$ cat src/rtl/traffic_phase_ctrl.sv
// traffic_phase_ctrl: N-phase round-robin traffic-light controller with
// integrated green/yellow/all-red timers, pedestrian walk requests and a
// night flashing-yellow mode. All outputs are registered.
module traffic_phase_ctrl #(
    parameter int unsigned NUM_PHASES = 2,
    parameter int unsigned CNT_W      = 8,
    parameter int unsigned PH_W       = 3
) (
    input  logic                    clk,
    input  logic                    rst_n,
    input  logic                    tick,
    input  logic [CNT_W-1:0]        g_time,
    input  logic [CNT_W-1:0]        y_time,
    input  logic [CNT_W-1:0]        r_time,
    input  logic                    night_mode,
    input  logic [NUM_PHASES-1:0]   ped_req,
    output logic [3*NUM_PHASES-1:0] lamp,
    output logic [NUM_PHASES-1:0]   pri_lamp,
    output logic [NUM_PHASES-1:0]   walk,
    output logic [PH_W-1:0]         phase_idx,
    output logic [1:0]              state_o,
    output logic [CNT_W-1:0]        cnt_o
);

    localparam int unsigned     LAMP_W   = 3 * NUM_PHASES;
    localparam logic [PH_W-1:0] LAST_PH  = PH_W'(NUM_PHASES - 1);
    localparam logic [2:0]      L_GREEN  = 3'b100;
    localparam logic [2:0]      L_YELLOW = 3'b010;
    localparam logic [2:0]      L_RED    = 3'b001;

    typedef enum logic [1:0] {
        ST_GREEN  = 2'b00,
        ST_YELLOW = 2'b01,
        ST_ALLRED = 2'b10,
        ST_FLASH  = 2'b11
    } state_t;

    state_t                r_state,  w_state_nxt;
    logic [CNT_W-1:0]      r_cnt,    w_cnt_nxt;
    logic [PH_W-1:0]       r_phase,  w_phase_nxt;
    logic [NUM_PHASES-1:0] r_pend,   w_pend_nxt;
    logic [NUM_PHASES-1:0] r_walk,   w_walk_nxt;
    logic                  r_flash,  w_flash_nxt;
    logic [LAMP_W-1:0]     r_lamp,   w_lamp_nxt;
    logic [NUM_PHASES-1:0] r_pri,    w_pri_nxt;
    logic                  w_expire;
    logic                  w_green_entry;

    // A zero duration behaves like a single tick.
    function automatic logic [CNT_W-1:0] load_cnt(input logic [CNT_W-1:0] dur);
        return (dur == '0) ? '0 : dur - CNT_W'(1);
    endfunction

    // Next-state, timer, pedestrian and lamp decode.
    always_comb begin
        w_state_nxt   = r_state;
        w_cnt_nxt     = r_cnt;
        w_phase_nxt   = r_phase;
        w_flash_nxt   = r_flash;
        w_walk_nxt    = r_walk;
        w_pend_nxt    = r_pend | ped_req;
        w_green_entry = 1'b0;
        w_expire      = tick && (r_cnt == '0);
        w_lamp_nxt    = '0;
        w_pri_nxt     = '0;

        if (tick) begin
            case (r_state)
                ST_GREEN: begin
                    if (w_expire) begin
                        w_state_nxt = ST_YELLOW;
                        w_cnt_nxt   = load_cnt(y_time);
                        w_walk_nxt  = '0;
                    end else begin
                        w_cnt_nxt = r_cnt - CNT_W'(1);
                    end
                end
                ST_YELLOW: begin
                    if (w_expire) begin
                        w_state_nxt = ST_ALLRED;
                        w_cnt_nxt   = load_cnt(r_time);
                    end else begin
                        w_cnt_nxt = r_cnt - CNT_W'(1);
                    end
                end
                ST_ALLRED: begin
                    if (w_expire) begin
                        if (night_mode) begin
                            w_state_nxt = ST_FLASH;
                            w_cnt_nxt   = '0;
                            w_flash_nxt = 1'b0;
                        end else begin
                            w_state_nxt   = ST_GREEN;
                            w_phase_nxt   = (r_phase == LAST_PH) ? '0 : r_phase + PH_W'(1);
                            w_cnt_nxt     = load_cnt(g_time);
                            w_green_entry = 1'b1;
                        end
                    end else begin
                        w_cnt_nxt = r_cnt - CNT_W'(1);
                    end
                end
                ST_FLASH: begin
                    w_flash_nxt = ~r_flash;
                    if (!night_mode) begin
                        // Park on the last phase so phase 0 is served next.
                        w_state_nxt = ST_ALLRED;
                        w_cnt_nxt   = load_cnt(r_time);
                        w_phase_nxt = LAST_PH;
                    end
                end
                default: ;
            endcase
        end

        // Serve the pending walk request of the phase entering green;
        // a request on this same clock stays pending.
        if (w_green_entry) begin
            w_walk_nxt = '0;
            for (int i = 0; i < int'(NUM_PHASES); i++) begin
                if (PH_W'(i) == w_phase_nxt) begin
                    w_walk_nxt[i] = r_pend[i];
                    w_pend_nxt[i] = ped_req[i];
                end
            end
        end

        for (int i = 0; i < int'(NUM_PHASES); i++) begin
            case (w_state_nxt)
                ST_GREEN:  w_lamp_nxt[3*i +: 3] = (PH_W'(i) == w_phase_nxt) ? L_GREEN  : L_RED;
                ST_YELLOW: w_lamp_nxt[3*i +: 3] = (PH_W'(i) == w_phase_nxt) ? L_YELLOW : L_RED;
                ST_FLASH:  w_lamp_nxt[3*i +: 3] = {1'b0, w_flash_nxt, 1'b0};
                default:   w_lamp_nxt[3*i +: 3] = L_RED;
            endcase
            w_pri_nxt[i] = w_lamp_nxt[3*i];
        end
    end

    // State, timer and registered output updates.
    always_ff @(posedge clk or negedge rst_n) begin
        if (!rst_n) begin
            r_state <= ST_ALLRED;
            r_cnt   <= '0;
            r_phase <= LAST_PH;
            r_pend  <= '0;
            r_walk  <= '0;
            r_flash <= 1'b0;
            r_lamp  <= {NUM_PHASES{L_RED}};
            r_pri   <= '1;
        end else begin
            r_state <= w_state_nxt;
            r_cnt   <= w_cnt_nxt;
            r_phase <= w_phase_nxt;
            r_pend  <= w_pend_nxt;
            r_walk  <= w_walk_nxt;
            r_flash <= w_flash_nxt;
            r_lamp  <= w_lamp_nxt;
            r_pri   <= w_pri_nxt;
        end
    end

    assign lamp      = r_lamp;
    assign pri_lamp  = r_pri;
    assign walk      = r_walk;
    assign phase_idx = r_phase;
    assign state_o   = r_state;
    assign cnt_o     = r_cnt;

endmodule
$ cat config.mk
export PLATFORM = sky130hd
export DESIGN_NAME = traffic_phase_ctrl
export DESIGN_NICKNAME = d
export VERILOG_FILES = /design/src/rtl/traffic_phase_ctrl.sv
export SDC_FILE = /design/constraint.sdc
export NUM_CORES = 1
export LEC_CHECK = 0
export CORE_UTILIZATION = 43
export DETAILED_ROUTE_END_ITERATION = 10
export PLACE_DENSITY = 0.71
export SYNTH_ARGS = -nofsm -noshare
export SYNTH_HDL_FRONTEND = slang
export SYNTH_SLANG_ARGS = --single-unit
export TNS_END_PERCENT = 20
$ cat constraint.sdc
create_clock -name clk -period 1.95 [get_ports clk]
set_input_delay 0.195 -clock clk [delete_from_list [all_inputs] [get_ports clk]]
set_output_delay 0.195 -clock clk [all_outputs]
set_load 0.02 [all_outputs]
==> results.toml, run 1 <==
[sta]
fin_crit_sh = 1.04
setup_viol = 13
period_minus_slack_ns = 2.03
clock.fmax_mhz = 492
hold_viol = 0
tightest_slew_ns = 0.446
skew_ns = 0.00404
rsz0062_at_grt = "true"
relSlewSlack = 0.700
slew_viol_final = 0
worst_slack_ns = -0.0840

[placement]
hpwl_um = 5250
portBuffers = 52
placed_cell_area_um2 = 3210
gp_congestion = 0.885

[global_routing]
antenna_found_initial = 0
grt_max_degree = 25
grt_overflow_total = 0
grt_pass1_wl_um = 11100
grt_use_total = 0.275
grt_pass1_vias = 2406

[logic_synthesis]
netlist_area_um2 = 2090
synth_edf_count = 0
synth_nets = 280
synth_top_area_share = 0.240
yosys.area.top_type = "dfrtp_1"
yosysWarnings = 0
synth-async-reset-ratio = 1.00
ys_top_cells_by_area = "dfrtp_1 (24%), dfstp_2 (5.0%), xnor2_1 (4.2%), inv_1 (4.1%), nor2_1 (4.0%)"
syn_inst = 244
ys_seq_elements = 24
synth-main-ff-cell = "dfrtp_1"
ys_types = 69
ys_seq_area_frac = 0.290
syn_avg_cell_area_um2 = 8.55

[floorplan]
die_w_um = 71.6
start_util = 0.463
core_um2 = 4500
pin_count = 53
row_count = 24
die_area_um2 = 5130
die_y_um = 71.6

[clock_network]
cts.clk_slew.worst_paths_ns = 0.09
htreeDepth = 1
clockBufferDepth = 2
clk_latency_ns = 0.27
cts_made_buffers = 3
cts_sinks = 24
cts_tree = "done"
ctsRootBufferMaster = "clkbuf_8"

[power]
power_frac_seq = 0.280
peakVddDrop_mv = 0.343
cell_internal_pwr_mw = 1.51
pwr_density_cell_nw_per_um2 = 719
p_sw_frac = 0.379
fin_total_pwr_mw = 2.43
switchingPower_uw = 922
combinationalPowerShare = 0.580
pwr-share-clk = 0.140
leakagePower_nw = 1.45

[detailed_routing]
drc = 0
vias = 2402
vias_per_cell = 5.67
firstDrtPassIters = 4
drt_iter0_drc = 151
wl_per_cell_um = 15.7
finalWirelength_um = 6650
ant_nets = 0

[final_layout]
antenna_cells = 0
mostFrequentLayoutCell = "buf_4"
final_nets = 409
syn2layout_area_growth_pct = 62.0
drive_gt1_frac = 0.325
fillers = 342
final_area_um2 = 3380
layout.cells.most_common_list = "buf_4 (82), clkdlybuf4s50_1 (48), inv_1 (22), nor2_1 (22), dfrtp_1 (18)"

[worst_setup_path]
crit_fanout = 7
required_ns = 2.15
cp-end-kind = "flop"
path_class = "flop to flop"
cp.arrival_ns = 2.23
start_kind = "flop"

[status]
violations = "setup timing"
outcome = "complete, but fails checks"

[worst_hold_path]
hold_path.class = "primary input to asynchronous set/reset pin"

[run]
drv_cap = 0
power groups by stage:
stage,Combinational (mW),Clock (mW),Sequential (mW)
2_1_floorplan,0.477,0,0.840
6_report,1.41,0.340,0.682
3_5_place_dp,1.34,0,0.692
4_1_cts,1.39,0.344,0.678
5_1_grt,1.50,0.367,0.691
3_3_place_gp,1.32,0,0.690
area by class of cell:
| cell class | count | area, um^2 | area share |
|---|---|---|---|
| inverters | 24 | 90.1 | 0.0267 |
| flip-flops and latches | 24 | 608 | 0.180 |
| repair buffers | 135 | 1160 | 0.342 |
| clock buffers | 4 | 55.1 | 0.0163 |
| multi-input cells | 185 | 1400 | 0.415 |
| well taps | 52 | 65.1 | 0.0193 |
kinds of logic after synthesis:
group / synth area share
compound gates: 0.239
mux: 0.0150
buf+inv: 0.0720
flops: 0.290
simple gates: 0.293
xor+xnor: 0.0546
fa+ha+maj: 0.0360
routing by layer:
| layer | up-vias | track usage | wire length, um |
|---|---|---|---|
| met3 | 6 | 0.0323 | 351 |
| li1 | 1163 | - | - |
| met5 | - | 0 | 0 |
| met1 | 1157 | 0.385 | 3040 |
| met4 | 0 | 0.0414 | 46 |
| met2 | 76 | 0.466 | 3210 |
flip-flops by register name, summed over array words and instances, names as in the netlist:
register and cells:
cnt_o 8, lamp 5, phase_idx 3, r_pend 2, state_o 2, walk 2, pri_lamp 1, r_flash 1
path summary, 6_finish.rpt:
| check | startpoint | to | slack, ns | cells after the start |
|---|---|---|---|---|
| max | cnt_o[5]$_DFFE_PN0P_ | cnt_o[0]$_DFFE_PN0P_ | -0.08 | 6 |
| min | rst_n | lamp[1]$_DFF_PN0_ | 0.29 | 2 |
| max reg2reg | cnt_o[5]$_DFFE_PN0P_ | cnt_o[0]$_DFFE_PN0P_ | -0.08 | 6 |
| min reg2reg | r_pend[0]$_DFF_PN0_ | r_pend[0]$_DFF_PN0_ | 0.48 | 1 |
| max in group asynchronous | rst_n | state_o[1]$_DFF_PN1_ | 1.37 | 2 |
| min in group clk | r_pend[0]$_DFF_PN0_ | r_pend[0]$_DFF_PN0_ | 0.48 | 1 |
stage by stage:
stage	setup slack, ns	instances	util	hold slack [ns]	setup TNS [ns]
global route	-0.124	424	0.750	0.310	-1.68
floorplan	-0.00207	244	-	-0.101	-0.00207
global placement	-0.377	416	0.713	0.459	-4.76
detailed placement	-0.378	416	0.713	0.467	-5.43
CTS	-0.0536	422	0.741	0.308	-0.214
finish	-0.0840	424	0.750	0.291	-0.582
cells in the mapped netlist (2+ instances only):
library cell  count
dfrtp_1          20
nor2_2            2
inv_1            23
a21o_1            4
nand2b_1          5
a22oi_1           2
o32a_1            3
a21oi_1           7
dfstp_2           4
ha_1              6
xor2_1            3
o211ai_1          2
or4_4             2
a211oi_1          2
o21ai_1           4
a221o_1           2
buf_2             3
nor4b_1           2
a211o_1           2
o21ai_0           8
o32ai_1           2
o22ai_1           2
nand4_1           7
xnor2_1          10
o2bb2ai_1         2
mux2i_1           2
or4_1             3
o21a_1            3
nand2_1          15
nor4_1            7
nor2_1           22
o221ai_1          2
clkbuf_1          5
buf_4             2
and2_1            3
o31ai_1           2
o21bai_1          2
nor2b_1           3
nor3_1            7
nor4_4            2
nand3_1           7
worst max-delay path: stages, from the launching register on:
cell and delay (ns):
dfrtp_2 0.44, or4_4 0.59, nor2_4 0.20, o211ai_1 0.18, buf_4 0.18, o221a_1 0.25
o21ai_1 0.11
what timing repair did:
action,CTS,global route
pin swaps,10,7
setup endpoints to repair,20,19
resized for setup,10,9
hold buffers,0,0
setup buffers,2,2
gates cloned,0,0
(Power assumes the default switching activity.)
==> run 2, diff against run 1 <==
Settings changed: CTS_CLUSTER_SIZE set to 10.
==> results of run 2 <==
Same layout as run 1: the final DEF is identical, and so are final timing and power.
==> variant, RTL diff (settings of run 1) <==
Set the parameter `PH_W` to 4 (it was 3).
--- a/src/rtl/traffic_phase_ctrl.sv
+++ b/src/rtl/traffic_phase_ctrl.sv
@@ -4,7 +4,7 @@
 module traffic_phase_ctrl #(
     parameter int unsigned NUM_PHASES = 2,
     parameter int unsigned CNT_W      = 8,
-    parameter int unsigned PH_W       = 3
+    parameter int unsigned PH_W       = 4
 ) (
     input  logic                    clk,
     input  logic                    rst_n,
Ports: changed (resized phase_idx); port bits go from 53 to 54. The function was not compared with the original's and may differ.
==> variant against run 1 <==
  * The run still ends with negative setup slack left
  * Wire length rose by 3.2%
  * Register-to-register slack improved by 0.08 ns
  * Worst setup slack improved by 0.059 ns
  * Global-route usage fell by 0.92 points
  * Sequential cell count rose by 1
  * First-iteration DRC count rose by 52%
  * Cell area rose by 0.56%
  * Area after synthesis rose by 1.1%
  * Critical endpoint is now cnt_o[7]
Power is not compared: it rests on default switching activity, and its combinational part moved more than twofold at a synthesized area within 25%.
==> variant: results (changes against run 1) <==
status=finished, violations left; failing checks=negative setup slack; R2R Setup Slk=0 ns (+0.08 ns); final setup margin=-0.0252 ns (+0.0588 ns); RePlAce Congestion=0.894 (+1.0%); TNS Setup=-0.0252 ns (+0.557 ns); Syn Nets=308 (+10%); Worst Skew=0.00895 ns (+0.00491 ns); largest net degree at the start of global routing=26 (+4.0%); crit path DAT=2.13 ns (-0.10 ns); DP Area=3180 um^2 (-1.1%); Total GRT Usage=26.6% (-0.92 points); dpl hpwl=5260 um (about the same); largest cells by area after synthesis=dfrtp_1 (25%), nor2_1 (5.7%), o21ai_0 (5.5%), dfstp_2 (5.0%), nand2_1 (5.0%); Vias/cell=5.60 (-1.2%); vias in the first global route=2380 (-1.1%); Final Setup Violations=1 (-12); Seq/Total Area, Yosys=29.9% (+0.88 points); worst hold margin=0.279 ns (-0.0124 ns); maximum fanout along the worst path=3 (-4); yosys warns=0 (unchanged); DRT Pass-1 Iters=4 (unchanged); wire per inst=15.2 um (-3.2%); Vias=2531 (+5.4%); Initial DRC Count=230 (+52%); crit-path max cell delay=0.46 ns (-0.13 ns); port bufs=53 (+1.9%); R2R cell count=6 (unchanged); share of synthesized flip-flops with an asynchronous set or reset=100% (unchanged); library cells used by synthesis=56 (-19%); cells after synthesis=271 (+11%); fin nets=423 (+3.4%); Post-Place Setup Slack=-0.367 ns (+0.0110 ns); layout cell share with drive strength beyond 1=31.2% (-1.4 points); capture point of the worst reg-to-reg path=cnt_o[7]; FILL cells=359 (+5.0%); top post-synthesis cells by count=nor2_1 (32), nand2_1 (28), o21ai_0 (23); Slew @ Worst Pin=0.430 ns (-0.0158 ns); placed cell count=446 (+7.2%); first-pass GRT wire length=10800 um (-2.5%); internal power=about 1.1 mW; Crit Reg-Reg Startpoint=cnt_o[1]
[variant: cell count changes after synthesis, sizes merged, moves of 4 or more]
cell and change:
inv -10, xnor2 -4, o21ai +11, nor4 -4, nor2 +7, nand4 -5
nand2 +13, a21oi +10, or3 +4
[variant: power groups by stage]
stage | Combinational (mW) | Clock, mW | Sequential [mW]
after CTS | 0.651 | 0.314 | 0.610
after global placement | 0.627 | 0 | 0.615
after global routing | 0.726 | 0.333 | 0.614
after floorplan | 0.188 | 0 | 0.684
final | 0.680 | 0.322 | 0.612
after detailed placement | 0.637 | 0 | 0.617
[variant: area by class of cell]
class                           instances  area [um^2]  share of cell area, %
Tap cell                               67         83.8                   2.47
Timing Repair Buffer                  123         1070                   31.4
Multi-Input combinational cell        219         1520                   44.6
Inverter                               14         52.6                   1.55
Clock buffer                            4         45.0                   1.33
Sequential cell                        25          633                   18.6
[variant: metal layers]
layer,wire length [um],part of all wire [%],vias to the layer above,GRT usage [%]
met5,0,0,-,0
met4,187,2.7,0,8.28
met3,337,4.9,20,3.61
met2,3550,52,103,50.2
met1,2790,41,1191,31.0
li1,-,-,1217,-
[variant: repair_timing]
item / CTS / global route
pin swaps: 6 / 14
setup buffers: 2 / 0
setup endpoints to repair: 16 / 17
resized for setup: 22 / 26
gates cloned: 0 / 0
[variant: how the worst max path moves through the flow]
stage / startpoint / end / cells past startpoint
6_report: g_time[3] / cnt_o[7] / 7
5_1_grt: cnt_o[1] / cnt_o[5] / 7
4_1_cts: cnt_o[1] / cnt_o[5] / 7
3_5_place_dp: g_time[3] / cnt_o[7] / 7
3_3_place_gp: g_time[3] / cnt_o[3] / 7
2_1_floorplan: cnt_o[3] / cnt_o[7] / 6
[variant: logic make-up (layout without fill, tap and decap cells)]
family / count (synthesis) / after routing / share of synthesized area (%)
multiplexers: 5 / 5 / 2.37
flip-flops: 25 / 25 / 29.9
XOR/XNOR: 10 / 10 / 4.15
AND/OR/NAND/NOR: 118 / 118 / 29.5
adder cells (fa/ha/maj): 8 / 8 / 4.63
AO/OA/AOI/OAI: 78 / 78 / 23.7
buffers and inverters: 27 / 141 / 5.70
[variant: worst max-delay path: cells and delay by family]
kind	cells	cell delay, ns
and+or+nand+nor	3	0.88
buffers and inverters	1	0.42
AOI/OAI and AO/OA	2	0.36
muxes	1	0.27
